### config.mk
export PLATFORM = sky130hd
export DESIGN_NAME = spi_request_arbiter_flat
export DESIGN_NICKNAME = d
export VERILOG_FILES = /design/src/rtl/spi_request_arbiter_pkg.sv /design/src/rtl/spi_request_arbiter_if.sv /design/src/rtl/spi_request_arbiter_rr_arbiter.sv /design/src/rtl/spi_request_arbiter.sv /design/src/flat_wrapper.sv
export SDC_FILE = /design/constraint.sdc
export NUM_CORES = 1
export LEC_CHECK = 0
export CORE_AREA = 2 2 82 123
export CTS_CLUSTER_SIZE = 16
export DETAILED_ROUTE_END_ITERATION = 16
export DIE_AREA = 0 0 84 125
export PLACE_DENSITY = 0.75
export SLEW_MARGIN = 10
export SYNTH_ARGS = -nofsm -noshare
export SYNTH_HDL_FRONTEND = slang
export SYNTH_SLANG_ARGS = --single-unit
### constraint.sdc
create_clock -name clk -period 1.71 [get_ports clk]
set_input_delay 0.342 -clock clk [delete_from_list [all_inputs] [get_ports clk]]
set_output_delay 0.342 -clock clk [all_outputs]
set_load 0.01 [all_outputs]
### src/rtl/spi_request_arbiter_pkg.sv
// Shared types and register bit positions for the SPI request arbiter
// and the spi_controller register map it drives.
package spi_ctrl_pkg;

  typedef enum logic [2:0] {
    IDLE,
    WR_CTRL,
    WR_DATA,
    WAIT_IRQ,
    READ_STAT,
    DONE
  } state_e;

  localparam int IRQ_EN = 7;
  localparam int SPIE   = 6;
  localparam int DWORD  = 5;
  localparam int CPOL   = 3;
  localparam int CPHA   = 2;
  localparam int SPR1   = 1;
  localparam int SPR0   = 0;

  localparam int STAT_IRQ  = 7;
  localparam int STAT_COLL = 6;

  // Controller registers are 32 bits wide but only the low byte is meaningful.
  function automatic logic [31:0] reg_word(input logic [7:0] b);
    return {24'h0, b};
  endfunction

endpackage

### src/rtl/spi_request_arbiter_if.sv
// Bundle of requester-side and controller-side signals around the arbiter.
// master = the arbiter, slave = requesters plus spi_controller.
interface spi_request_arbiter_if #(
  parameter int NUM_REQ = 4
);

  logic [NUM_REQ-1:0]   i_req;
  logic [NUM_REQ*8-1:0] i_req_ctrl;
  logic [NUM_REQ*8-1:0] i_req_data;
  logic [NUM_REQ-1:0]   o_grant;
  logic [NUM_REQ-1:0]   o_done;
  logic [7:0]           o_rx_data;
  logic                 o_err_collision;
  logic                 o_err_timeout;
  logic [31:0]          o_data_to_registers;
  logic                 o_wr_controll_reg;
  logic                 o_wr_data_reg;
  logic                 o_read_status_reg;
  logic [31:0]          i_status_reg;
  logic [7:0]           i_rx_data;
  logic                 i_irq;

  modport master (
    input  i_req, i_req_ctrl, i_req_data, i_status_reg, i_rx_data, i_irq,
    output o_grant, o_done, o_rx_data, o_err_collision, o_err_timeout,
           o_data_to_registers, o_wr_controll_reg, o_wr_data_reg, o_read_status_reg
  );

  modport slave (
    output i_req, i_req_ctrl, i_req_data, i_status_reg, i_rx_data, i_irq,
    input  o_grant, o_done, o_rx_data, o_err_collision, o_err_timeout,
           o_data_to_registers, o_wr_controll_reg, o_wr_data_reg, o_read_status_reg
  );

endinterface

### src/rtl/spi_request_arbiter_rr_arbiter.sv
// Combinational round-robin pick: the first requester at or after
// last_i+1 (wrapping) wins.
module rr_arbiter #(
  parameter int NUM_REQ = 4,
  parameter int IDXW    = $clog2(NUM_REQ)
) (
  input  logic [NUM_REQ-1:0] req_i,
  input  logic [IDXW-1:0]    last_i,
  output logic [NUM_REQ-1:0] gnt_o,
  output logic [IDXW-1:0]    idx_o,
  output logic               valid_o
);

  logic [IDXW-1:0] cand;

  always_comb begin
    gnt_o   = '0;
    idx_o   = '0;
    valid_o = 1'b0;
    cand    = '0;
    for (int k = 0; k < NUM_REQ; k++) begin
      cand = IDXW'((int'(last_i) + k + 1) % NUM_REQ);
      if (!valid_o && req_i[cand]) begin
        valid_o = 1'b1;
        idx_o   = cand;
      end
    end
    if (valid_o) begin
      gnt_o = NUM_REQ'(1) << idx_o;
    end
  end

endmodule

### src/rtl/spi_request_arbiter.sv
// Shares one spi_controller among NUM_REQ requesters: grant, write ctrl then
// data, wait for IRQ (or timeout), read status, and hand the result back.
module spi_request_arbiter
  import spi_ctrl_pkg::*;
#(
  parameter int NUM_REQ        = 4,
  parameter int TIMEOUT_CYCLES = 65536
) (
  input  logic                  clk,
  input  logic                  RST_N,
  spi_request_arbiter_if.master bus
);

  localparam int IDXW = $clog2(NUM_REQ);
  localparam int CNTW = $clog2(TIMEOUT_CYCLES);
  localparam logic [CNTW-1:0] CNT_LAST = CNTW'(TIMEOUT_CYCLES - 1);

  state_e             state_q;
  logic [IDXW-1:0]    last_q;
  logic [IDXW-1:0]    idx_q;
  logic [IDXW-1:0]    arb_idx;
  logic [NUM_REQ-1:0] arb_gnt;
  logic               arb_valid;
  logic [NUM_REQ-1:0] grant_q;
  logic [NUM_REQ-1:0] done_q;
  logic [CNTW-1:0]    cnt_q;
  logic [CNTW-1:0]    cnt_d;
  logic [7:0]         data_q;
  logic [7:0]         rx_q;
  logic [31:0]        dtr_q;
  logic               wr_ctrl_q;
  logic               wr_data_q;
  logic               rd_stat_q;
  logic               timeout_q;
  logic               err_coll_q;
  logic               err_tmo_q;
  logic               unused_status;

  rr_arbiter #(
    .NUM_REQ (NUM_REQ),
    .IDXW    (IDXW)
  ) u_rr (
    .req_i   (bus.i_req),
    .last_i  (last_q),
    .gnt_o   (arb_gnt),
    .idx_o   (arb_idx),
    .valid_o (arb_valid)
  );

  assign cnt_d = cnt_q + CNTW'(1);

  // Strobes are set on the edge that enters their state, so each lasts exactly one cycle.
  always_ff @(posedge clk or negedge RST_N) begin
    if (!RST_N) begin
      state_q    <= IDLE;
      last_q     <= IDXW'(NUM_REQ - 1);
      idx_q      <= '0;
      grant_q    <= '0;
      done_q     <= '0;
      cnt_q      <= '0;
      data_q     <= '0;
      rx_q       <= '0;
      dtr_q      <= '0;
      wr_ctrl_q  <= 1'b0;
      wr_data_q  <= 1'b0;
      rd_stat_q  <= 1'b0;
      timeout_q  <= 1'b0;
      err_coll_q <= 1'b0;
      err_tmo_q  <= 1'b0;
    end else begin
      wr_ctrl_q <= 1'b0;
      wr_data_q <= 1'b0;
      rd_stat_q <= 1'b0;
      done_q    <= '0;
      case (state_q)
        IDLE: begin
          if (arb_valid) begin
            grant_q   <= arb_gnt;
            idx_q     <= arb_idx;
            dtr_q     <= reg_word(bus.i_req_ctrl[{arb_idx, 3'b000} +: 8]);
            data_q    <= bus.i_req_data[{arb_idx, 3'b000} +: 8];
            wr_ctrl_q <= 1'b1;
            state_q   <= WR_CTRL;
          end
        end
        WR_CTRL: begin
          dtr_q     <= reg_word(data_q);
          wr_data_q <= 1'b1;
          state_q   <= WR_DATA;
        end
        WR_DATA: begin
          cnt_q   <= '0;
          state_q <= WAIT_IRQ;
        end
        WAIT_IRQ: begin
          // A late IRQ coinciding with the last count still counts as success.
          if (bus.i_irq) begin
            rd_stat_q <= 1'b1;
            state_q   <= READ_STAT;
          end else if (cnt_q == CNT_LAST) begin
            timeout_q <= 1'b1;
            rd_stat_q <= 1'b1;
            state_q   <= READ_STAT;
          end else begin
            cnt_q <= cnt_d;
          end
        end
        READ_STAT: begin
          done_q     <= grant_q;
          rx_q       <= bus.i_rx_data;
          err_coll_q <= bus.i_status_reg[STAT_COLL];
          err_tmo_q  <= timeout_q;
          state_q    <= DONE;
        end
        DONE: begin
          last_q     <= idx_q;
          grant_q    <= '0;
          rx_q       <= '0;
          err_coll_q <= 1'b0;
          err_tmo_q  <= 1'b0;
          timeout_q  <= 1'b0;
          state_q    <= IDLE;
        end
        default: state_q <= IDLE;
      endcase
    end
  end

  assign bus.o_grant             = grant_q;
  assign bus.o_done              = done_q;
  assign bus.o_rx_data           = rx_q;
  assign bus.o_err_collision     = err_coll_q;
  assign bus.o_err_timeout       = err_tmo_q;
  assign bus.o_data_to_registers = dtr_q;
  assign bus.o_wr_controll_reg   = wr_ctrl_q;
  assign bus.o_wr_data_reg       = wr_data_q;
  assign bus.o_read_status_reg   = rd_stat_q;

  assign unused_status = ^{bus.i_status_reg[31:STAT_COLL+1], bus.i_status_reg[STAT_COLL-1:0]};

endmodule

### src/flat_wrapper.sv
// flat-port wrapper written by rule: the top's interface ports become plain ports
module spi_request_arbiter_flat import spi_ctrl_pkg::*;
#(
  parameter int NUM_REQ        = 4,
  parameter int TIMEOUT_CYCLES = 65536
)
  (clk, RST_N, bus_i_req, bus_i_req_ctrl, bus_i_req_data, bus_i_status_reg, bus_i_rx_data, bus_i_irq, bus_o_grant, bus_o_done, bus_o_rx_data, bus_o_err_collision, bus_o_err_timeout, bus_o_data_to_registers, bus_o_wr_controll_reg, bus_o_wr_data_reg, bus_o_read_status_reg);
  spi_request_arbiter_if #(.NUM_REQ(NUM_REQ)) bus_i ();
  input  logic clk;
  input  logic RST_N;
  input wire logic [$bits(bus_i.i_req)-1:0] bus_i_req;
  input wire logic [$bits(bus_i.i_req_ctrl)-1:0] bus_i_req_ctrl;
  input wire logic [$bits(bus_i.i_req_data)-1:0] bus_i_req_data;
  input wire logic [$bits(bus_i.i_status_reg)-1:0] bus_i_status_reg;
  input wire logic [$bits(bus_i.i_rx_data)-1:0] bus_i_rx_data;
  input wire logic [$bits(bus_i.i_irq)-1:0] bus_i_irq;
  output wire logic [$bits(bus_i.o_grant)-1:0] bus_o_grant;
  output wire logic [$bits(bus_i.o_done)-1:0] bus_o_done;
  output wire logic [$bits(bus_i.o_rx_data)-1:0] bus_o_rx_data;
  output wire logic [$bits(bus_i.o_err_collision)-1:0] bus_o_err_collision;
  output wire logic [$bits(bus_i.o_err_timeout)-1:0] bus_o_err_timeout;
  output wire logic [$bits(bus_i.o_data_to_registers)-1:0] bus_o_data_to_registers;
  output wire logic [$bits(bus_i.o_wr_controll_reg)-1:0] bus_o_wr_controll_reg;
  output wire logic [$bits(bus_i.o_wr_data_reg)-1:0] bus_o_wr_data_reg;
  output wire logic [$bits(bus_i.o_read_status_reg)-1:0] bus_o_read_status_reg;
  assign bus_i.i_req = bus_i_req;
  assign bus_i.i_req_ctrl = bus_i_req_ctrl;
  assign bus_i.i_req_data = bus_i_req_data;
  assign bus_i.i_status_reg = bus_i_status_reg;
  assign bus_i.i_rx_data = bus_i_rx_data;
  assign bus_i.i_irq = bus_i_irq;
  assign bus_o_grant = bus_i.o_grant;
  assign bus_o_done = bus_i.o_done;
  assign bus_o_rx_data = bus_i.o_rx_data;
  assign bus_o_err_collision = bus_i.o_err_collision;
  assign bus_o_err_timeout = bus_i.o_err_timeout;
  assign bus_o_data_to_registers = bus_i.o_data_to_registers;
  assign bus_o_wr_controll_reg = bus_i.o_wr_controll_reg;
  assign bus_o_wr_data_reg = bus_i.o_wr_data_reg;
  assign bus_o_read_status_reg = bus_i.o_read_status_reg;
  spi_request_arbiter #(.NUM_REQ(NUM_REQ), .TIMEOUT_CYCLES(TIMEOUT_CYCLES)) u_core (.clk(clk), .RST_N(RST_N), .bus(bus_i));
endmodule
==> key figures <==
Run status
  – Status: finished with violations
  – Failing checks: setup timing

GRT
  – Largest net degree at the start of global routing: 32
  – Total congestion overflow: 0
  – Vias in the first global route: 3390
  – Initial antenna violation count: 0
  – Total GRT Usage: 18.7%
  – First-pass GRT wire length: 15.6 mm

Clock tree
  – CTS Hold Bufs: 0
  – Clock tree buffer depth: 2
  – Clock Sinks: 61
  – H-tree level count: 3
  – CTS Buf Count: 9
  – CTS tree: done
  – Clk_lat worst skew: 0.33 ns
  – Root Driver: clkbuf_16
  – Clk slew on worst S/H paths: 0.05 ns

Worst setup path
  – CP max FO: 6
  – Crit path largest cell delay: 0.59 ns
  – Critical path startpoint category: flop
  – Setup Crit Path Kind: reg -> reg
  – Worst Setup End Kind: flop
  – Cells along the critical path: mux2i_4 -> o21ai_2 -> nor2_4 -> buf_6 -> buf_6 -> mux2i_4 -> a211oi_2
  – Worst Path Arrival: 2.08 ns
  – Buf+Inv Stages, Crit Path: 2
  – Data required, critical path: 1.91 ns
  – Delay-heaviest family, CP: flip-flops
  – Slowest CP cell: dfstp_2

Floorplan
  – Initial core utilization: 35.6%
  – Die width: 84 um
  – Die height: 125 um
  – Die area: 10500 sq um
  – Std-Cell Rows: 44
  – Core Box Area: 9520 sq um
  – IO Count: 164

Timing
  – Fin crit period: 1.88 ns
  – # setup viols final: 18
  – Final worst slack: -0.171 ns
  – Worst Skew: 0.00501 ns
  – Fmax: 532 MHz
  – Tcrit/Tclk final: 110%
  – RSZ-0062 raised after global routing: yes
  – Final hold violation count: 0
  – Max Slew Vio Count: 0

Power and ir drop
  – Pwr dens: 1500 nW/um^2
  – Lkg Pwr: 0.00237 uW
  – Max VDD drop: 0.776 mV

Synth
  – Number of synthesized flops with an enable pin: 0
  – Synth top area share: 43.5%
  – Post-synthesis register bit count: 61
  – Syn_area_per_cell: 9.69 sq um
  – Post-Syn Area: 3390 sq um
  – Synth Flop Type: dfrtp_1
  – Seq/Total Area, Yosys: 45.1%
  – Async S/R FF share, synth: 100%
  – Post-Synthesis Cells: 350
  – Distinct cells, synth: 51
  – Synth top area cells: dfrtp_1 (44%), mux2i_1 (7.1%), buf_4 (5.8%)
  – Synth area leader: dfrtp_1
  – Synth warn: 0

Routing
  – Vias per cell: 5.09
  – Drt wl/cell: 15.5 um
  – Via count: 3224
  – Drc violations: 0
  – Post-Route WL: 9.83 mm
  – Initial DRC count: 143
  – Final ANT Viol Nets: 0
  – Pre-antenna DRT Iters: 4

Final layout
  – Top reg by flops: u_core.cnt_q
  – Layout cell share with drive strength beyond 1: 27.0%
  – Layout Utilization: 58.5%
  – Final instance area: 5570 sq um
  – Ant diodes: 0
  – Total Nets Final: 625
  – Max FFs per register: 16
  – Area Growth Syn to Fin: 64.2%

Placement
  – Dpl ws: -0.582 ns
  – Placed inst area: 4810 sq um
  – Port Buffers: 108
  – RePlAce Congestion: 0.834
  – Post-detail-place hpwl: 7.20 mm

Job
  – Max-cap violation count: 0

Min path
  – Worst Hold Class: in -> async
[logic make-up after synthesis]
family	count (synthesis)	synth area share (%)
AOI/OAI and AO/OA	89	18.4
xor gates and xnor gates	8	2.07
adders and majority gates	1	0.369
buffers and inverters	43	8.26
DFF	61	45.1
muxes	24	7.08
other	1	0.111
and+or+nand+nor	123	18.7
[worst register-to-register path: cells and delay by family, from the launching register on]
| family | cells | cell delay, ns |
|---|---|---|
| DFF | 1 | 0.59 |
| muxes | 2 | 0.49 |
| buffers and inverters | 2 | 0.29 |
| AOI/OAI and AO/OA | 2 | 0.20 |
| and+or+nand+nor | 1 | 0.20 |
[synthesized netlist by cell type, types with 3 or more instances]
master     count
a211oi_1      14
nand3_1       13
xor2_1         8
dfrtp_1       59
nor2_1        28
nand2_1       43
o211ai_1       5
and3_1         3
a21oi_1        6
inv_1          3
buf_4         26
a21boi_0      10
mux2i_1       24
nand3b_1       3
clkbuf_1       6
a22oi_1        7
o31ai_1        5
o221ai_1       7
o21ai_0       22
o2111ai_1      4
buf_2          5
nand4_1        4
and2_1         8
[metrics by stage]
stage          hold WS [ns]  TNS (ns)  std cells  total power (uW)
2_1_floorplan        0.0464    -0.724        373              4120
3_3_place_gp          0.383    -10.44        605              5590
3_5_place_dp          0.390    -12.06        605              5690
4_1_cts              0.0417     -2.06        632              8130
5_1_grt              0.0812     -3.16        633              8820
6_report             0.0367     -1.83        633              8350
[cell type report]
class                      instances  area, sq um
timing repair buffer             166         1550
fill                             795         3950
tap                              115          144
inverter                           4         15.0
sequential                        61         1530
clock buffer                      10          229
multi-input combinational        271         2010
clock inverter                     6         87.6
[timing repair]
item / CTS / global route
pin swaps: 17 / 18
setup endpoints to repair: 21 / 31
gates cloned: 3 / 0
resized for setup: 46 / 45
setup buffers: 9 / 5
[report_power, final]
| part | leakage (uW) | switching (uW) | internal, uW |
|---|---|---|---|
| combinational | 0.00143 | 2010 | 2140 |
| clock | 0.000156 | 621 | 1270 |
| sequential | 0.000780 | 349 | 1950 |
| total | 0.00237 | 2980 | 5360 |
[cell usage in the layout (no fill, tap or decap), drive strengths merged, types with 2 or more instances in the layout]
master / Yosys / layout
clkdlybuf4s50: 0 / 103
dfrtp: 59 / 59
buf: 33 / 59
nand2: 43 / 43
nor2: 30 / 30
conb: 1 / 24
mux2i: 24 / 24
o21ai: 23 / 23
a211oi: 16 / 16
nand3: 14 / 14
clkbuf: 6 / 10
a21boi: 10 / 10
xor2: 8 / 8
and2: 8 / 8
a22oi: 7 / 7
o221ai: 7 / 7
a21oi: 6 / 6
o211ai: 5 / 5
or4: 4 / 5
o31ai: 5 / 5
nand4: 4 / 4
inv: 4 / 4
o2111ai: 4 / 4
clkinv: 0 / 4
nand3b: 3 / 3
dlygate4sd2: 0 / 3
nor3: 3 / 3
and3: 3 / 3
nand2b: 2 / 2
o21a: 1 / 2
a21o: 2 / 2
bufinv: 0 / 2
dfstp: 2 / 2
or3: 2 / 2
[routing by layer]
layer / GRT usage, % / up-vias / part of all wire, %
li1: - / 1553 / -
met1: 18.4 / 1551 / 35
met2: 36.1 / 102 / 58
met3: 3.83 / 18 / 4.3
met4: 9.77 / 0 / 2.5
met5: 0 / - / 0
[final timing paths]
kind	startpoint	cells past startpoint	end	slack, ns
max	u_core.last_q[1]	7	u_core.data_q[0]	-0.17
min reg2reg	u_core.bus.o_rx_data[4]	2	u_core.bus.o_rx_data[4]	0.47
min in group clk	u_core.bus.o_rx_data[4]	2	u_core.bus.o_rx_data[4]	0.47
min	RST_N	2	u_core.cnt_q[11]	0.04
max in group asynchronous	RST_N	2	u_core.last_q[0]	1.36
max reg2reg	u_core.last_q[1]	7	u_core.data_q[0]	-0.17
Power figures use the tool's default switching activity.
